===== src/rtl/fu_mult_iter.sv =====
// fu_mult_iter -- iterative RISC-V M-extension multiplier (MUL/MULH/MULHSU/MULHU).
//
// Operands are converted to magnitudes on accept, multiplied by shift-and-add
// retiring BITS_PER_CYC multiplier bits per RUN cycle into a 2*XLEN accumulator,
// and the product is negated on the final iteration when the result sign is
// negative. One op in flight; DONE can hand off directly to a new accept.
//
// Optional build macro: MULT_ZERO_BYPASS_EN -- a zero operand skips RUN and the
// op completes with result 0 one cycle after accept.
//
// Ports:
//   clk, rst_n          clock, synchronous active-low reset
//   flush               discard in-flight op, return to IDLE
//   hold                freeze RUN progress
//   in_valid/in_ready   request handshake; in_op, in_a, in_b, in_tag payload
//   out_valid/out_ready result handshake; out_data, out_tag payload
//   busy                high while in RUN or DONE
module fu_mult_iter #(
  parameter int XLEN         = 32,
  parameter int BITS_PER_CYC = 2,
  parameter int TAG_W        = 5
) (
  input  logic             clk,
  input  logic             rst_n,
  input  logic             flush,
  input  logic             hold,
  input  logic             in_valid,
  output logic             in_ready,
  input  logic [1:0]       in_op,
  input  logic [XLEN-1:0]  in_a,
  input  logic [XLEN-1:0]  in_b,
  input  logic [TAG_W-1:0] in_tag,
  output logic             out_valid,
  input  logic             out_ready,
  output logic [XLEN-1:0]  out_data,
  output logic [TAG_W-1:0] out_tag,
  output logic             busy
);
  localparam int ITER  = XLEN / BITS_PER_CYC;
  localparam int CNT_W = (ITER > 1) ? $clog2(ITER) : 1;

  typedef enum logic [1:0] {S_IDLE, S_RUN, S_DONE} state_t;

  state_t            state;
  logic [1:0]        op_q;
  logic [TAG_W-1:0]  tag_q;
  logic [2*XLEN-1:0] acc;
  logic [2*XLEN-1:0] a_sh;   // multiplicand magnitude, pre-shifted to the current bit weight
  logic [XLEN-1:0]   b_sh;   // multiplier magnitude, low bits are the next chunk
  logic [CNT_W-1:0]  cnt;
  logic              neg;

  logic              a_sgn, b_sgn, accept, last, zero_op;
  logic [XLEN-1:0]   a_mag, b_mag;
  logic [2*XLEN-1:0] partial, acc_nx;

  // MULHU: both unsigned; MULHSU: only a signed; MUL/MULH: both signed.
  assign a_sgn  = (in_op != 2'd3) && in_a[XLEN-1];
  assign b_sgn  = !in_op[1] && in_b[XLEN-1];
  assign a_mag  = a_sgn ? -in_a : in_a;
  assign b_mag  = b_sgn ? -in_b : in_b;

  assign partial = a_sh * {{(2*XLEN-BITS_PER_CYC){1'b0}}, b_sh[BITS_PER_CYC-1:0]};
  assign acc_nx  = acc + partial;
  assign last    = (cnt == CNT_W'(ITER-1));

`ifdef MULT_ZERO_BYPASS_EN
  assign zero_op = (in_a == '0) || (in_b == '0);
`else
  assign zero_op = 1'b0;
`endif

  // rst_n gates the handshake outputs because reset only takes effect at the edge.
  assign in_ready  = rst_n && !flush &&
                     (state == S_IDLE || (state == S_DONE && out_ready));
  assign accept    = in_valid && in_ready;
  assign out_valid = rst_n && !flush && (state == S_DONE);
  assign busy      = rst_n && (state == S_RUN || state == S_DONE);
  assign out_data  = !out_valid ? '0 :
                     (op_q == 2'd0) ? acc[XLEN-1:0] : acc[2*XLEN-1:XLEN];
  assign out_tag   = out_valid ? tag_q : '0;

  always_ff @(posedge clk) begin
    if (!rst_n) begin
      state <= S_IDLE;
      op_q  <= '0;
      tag_q <= '0;
      acc   <= '0;
      a_sh  <= '0;
      b_sh  <= '0;
      cnt   <= '0;
      neg   <= 1'b0;
    end else if (flush) begin
      state <= S_IDLE;
    end else if (accept) begin
      state <= zero_op ? S_DONE : S_RUN;
      op_q  <= in_op;
      tag_q <= in_tag;
      acc   <= '0;
      a_sh  <= {{XLEN{1'b0}}, a_mag};
      b_sh  <= b_mag;
      cnt   <= '0;
      neg   <= a_sgn ^ b_sgn;
    end else begin
      case (state)
        S_RUN: if (!hold) begin
          a_sh <= a_sh << BITS_PER_CYC;
          b_sh <= b_sh >> BITS_PER_CYC;
          cnt  <= cnt + 1'b1;
          if (last) begin
            acc   <= neg ? -acc_nx : acc_nx;
            state <= S_DONE;
          end else begin
            acc <= acc_nx;
          end
        end
        S_DONE: if (out_ready) state <= S_IDLE;
        default: ;
      endcase
    end
  end
endmodule


===== config.mk =====
export PLATFORM = sky130hd
export DESIGN_NAME = fu_mult_iter
export DESIGN_NICKNAME = d
export VERILOG_FILES = /design/src/rtl/fu_mult_iter.sv
export SDC_FILE = /design/constraint.sdc
export NUM_CORES = 1
export LEC_CHECK = 0
export ABC_AREA = 0
export CAP_MARGIN = 20
export CORE_UTILIZATION = 55
export CTS_CLUSTER_DIAMETER = 120
export DETAILED_ROUTE_END_ITERATION = 16
export PLACE_DENSITY = 0.75
export SETUP_SLACK_MARGIN = 0.05
export SYNTH_ARGS = -nofsm -noshare
export SYNTH_HDL_FRONTEND = slang
export SYNTH_SLANG_ARGS = --single-unit

===== constraint.sdc =====
create_clock -name clk -period 7.76 [get_ports clk]
set_input_delay 1.552 -clock clk [delete_from_list [all_inputs] [get_ports clk]]
set_output_delay 1.552 -clock clk [all_outputs]
set_load 0.02 [all_outputs]

==> summary.md <==
| Metric | Value |
|---|---|
| Final Hold Fails | 0 |
| Arrival time worst endpoint | 7.34 ns |
| Fraction of layout cells with a size suffix above 1 | 3.331% |
| CP Max Fanout | 25 |
| Number of iterations in the first detailed-routing pass | 5 |
| LEAKAGE | 0.007801 uW |
| F_max | 0.1417 GHz |
| Post-synthesis cell type count | 82 |
| DR iter-0 viols | 1432 |
| R2R Setup Slk | 0.70 ns |
| Minimum clock period | 7.059 ns |
| CP endpoint kind | register |
| Count leader, synth | nand2_1 |
| Rows | 63 |
| Crit path launch type | register |
| GRT Overall Usage | 35.63% |
| Hold Path Depth | 2 |
| Cell Area, Synth | 16520 sq um |
| Longest Clk Path Bufs | 2 |
| Top Ports | 117 |
| Slew headroom | 12.82% |
| Residual DRC | 0 |
| Synthesized Nets | 2554 |
| Buffers on Ports | 116 |
| Worst IR Drop VDD | 0.1685 mV |
| Post-synth EDFFs | 0 |
| WHS Endpoint | a_sh[63] |
| RSZ-0062 raised after global routing | no |
| Routed vias | 16.89k |
| Synth Area per Inst | 7.049 sq um |
| RR Startpoint | b_sh[1] |
| CTS clk-pin slew, worst paths | 0.07 ns |
| Reg2Reg Depth | 18 |
| Slowest CP cell | nor4_1 |
| Min Hold Slack | 0.4583 ns |
| Post-CTS resize count | 0 |
| First-pass GRT wire length | 85910 um |
| Fin Setup TNS | 0 ns |
| Final period utilization | 90.96% |
| Vias per cell | 6.113 |
| Largest net degree at the start of global routing | 101 |
| Sequential area share after synthesis | 21.08% |
| Setup Fix Bufs, Post-CTS | 0 |
| Antenna violations before repair | 0 |
| CTS tree | done |
| Worst skew pair latency | 0.46 ns |
| ANT cells | 0 |
| Worst hold path class | reg -> reg |
| Slowest stage delay, CP | 1.10 ns |
| Die W | 175.3 um |
| Max Cap Viol | 0 |
| Die Ht | 175.3 um |
| Remaining global-route overflow | 0 |
| Final net count | 2569 |
| FF+latch count, synth | 174 |
| Synth async-reset ratio | 0% |
| Post-synth top area share | 21.08% |
| Power per cell area | 122.9 nW/um^2 |
| Post-route setup slack | 0.7012 ns |
| RR Endpoint | acc[61] |
| Placed Cells | 2730 |
| # H-tree levels | 4 |
| GPL Wtd Cong | 1.032 |
| Layout area overhead | 11.30% |
| Area leader, netlist | dfxtp_1 |
| Critical-path cell list | buf_4, buf_4, nand2_1, fa_1, inv_1, ha_1, a21oi_1, o21ai_0, a221oi_1, nor3_1, nor4_1, a21oi_1, xnor2_1, nand4_1, nor4b_1, a31oi_1, xnor2_1, a21oi_1 |
| Root buffer cell | clkbuf_16 |
| Worst path required time | 8.04 ns |
| CTS Hold Buffers Added | 0 |
| WL per Instance | 19.83 um |
| Cells after Synth | 2344 |
| Primary FF master, synth | dfxtp_1 |
| Drt total wl | 54780 um |
| Post-detailed-placement half-perimeter wirelength | 42380 um |
| Die ar. | 30740 sq um |
| Setup WS pre-CTS | 1.002 ns |
| Slew @ Worst Pin | 1.296 ns |
| Clock Sinks | 174 |
| Antenna Nets Post-Route | 0 |
| # setup viols final | 0 |
| Initial core utilization | 55.90% |
| Final Core Density | 62.21% |
| Warnings from Yosys | 0 |
| Clk_skew | 0.01490 ns |
| Synth top cells by count | nand2_1 (523), a21oi_1 (194), inv_1 (191), dfxtp_1 (174), nor2_1 (132) |
| Vias in the first global route | 16.03k |
| Synth area leaders | dfxtp_1 (21%), nand2_1 (12%), fa_1 (7.6%), a21oi_1 (5.9%), ha_1 (5.3%) |
| Setup CP Type | reg -> reg |
| Status | finished clean |
| Max-slew violations | 0 |
| Worst hold start | a_sh[63] |
| Core area | 29560 sq um |
| Layout Cells excl Fill | 2762 |
| Cell mode on critical path | a21oi_1 |
| CTS buffer count | 17 |
## critical path: cells and delay by family (launching register included)
family | cells | cell delay [ns]
flip-flops | 1 | 0.69
adder cells (fa/ha/maj) | 2 | 0.93
AND/OR/NAND/NOR | 5 | 2.38
AO/OA/AOI/OAI | 6 | 1.47
XOR/XNOR | 2 | 0.66
buffers and inverters | 3 | 0.74
## metal layers
layer  GRT usage [%]  up-vias  part of all wire, %
li1                -     8075                    -
met1           44.61     8071                   42
met2           58.50      601                   47
met3           5.498      138                  6.0
met4           20.04        0                  5.6
met5               0        -                    0
## power by group
| group | internal [uW] | switching (uW) |
|---|---|---|
| clock network | 492 | 420 |
| logic | 155 | 240 |
| registers | 919 | 34.2 |
## state kept, by name, indices dropped and copies added (netlist names)
signal and cells:
a_sh 64, acc 64, b_sh 32, tag_q 5, cnt 4, op_q 2, state 2, neg 1
## how the worst max path moves through the flow
| stage | slack (ns) | end | start | depth (start not counted) |
|---|---|---|---|---|
| 3_5_place_dp | 1.00 | acc[62] | b_sh[1] | 18 |
| 6_report | 0.70 | acc[61] | b_sh[1] | 18 |
| 2_1_floorplan | 2.02 | acc[44] | b_sh[1] | 20 |
| 5_1_grt | 0.34 | acc[61] | b_sh[1] | 18 |
| 4_1_cts | 1.0 | acc[61] | b_sh[1] | 18 |
| 3_3_place_gp | 1.11 | acc[61] | b_sh[1] | 18 |
## cell type report
type	instances	area [sq um]
Sequential cell	174	3486
Fill cell	2810	11170
Clock buffer	19	442.9
Inverter	191	716.9
Clock inverter	13	152.6
Timing Repair Buffer	133	1284
Tap cell	390	488.0
Multi-Input combinational cell	1842	11820
## cells by family after synthesis
logic type      Yosys count  share of synthesized area, %
simple gates            958                         26.12
buf+inv                 328                         7.519
mux                       4                        0.2423
xor+xnor                160                         8.481
compound gates          587                         23.62
flops                   174                         21.08
fa+ha+maj               133                         12.93
## through the flow
step	power, uW	area [sq um]
finish	2261	18390
global route	2346	18390
CTS	2261	18390
detailed placement	1361	17790
global placement	1353	17790
floorplan	1226	16520
## cell usage in the layout (no fill, tap or decap), drive strengths merged, types with 19 or more instances in the layout
cell type,instances
nand2,523
inv,197
a21oi,194
dfxtp,174
nor2,132
clkdlybuf4s50,115
o21ai,103
nand3,84
xnor2,84
xor2,76
ha,70
fa,63
o211a,53
a211oi,48
nor3,40
nand4,38
and2,30
a21o,25
o31ai,22
a31oi,19
o21a,19
clkbuf,19
Note: power is estimated with default switching activity, not from simulation.
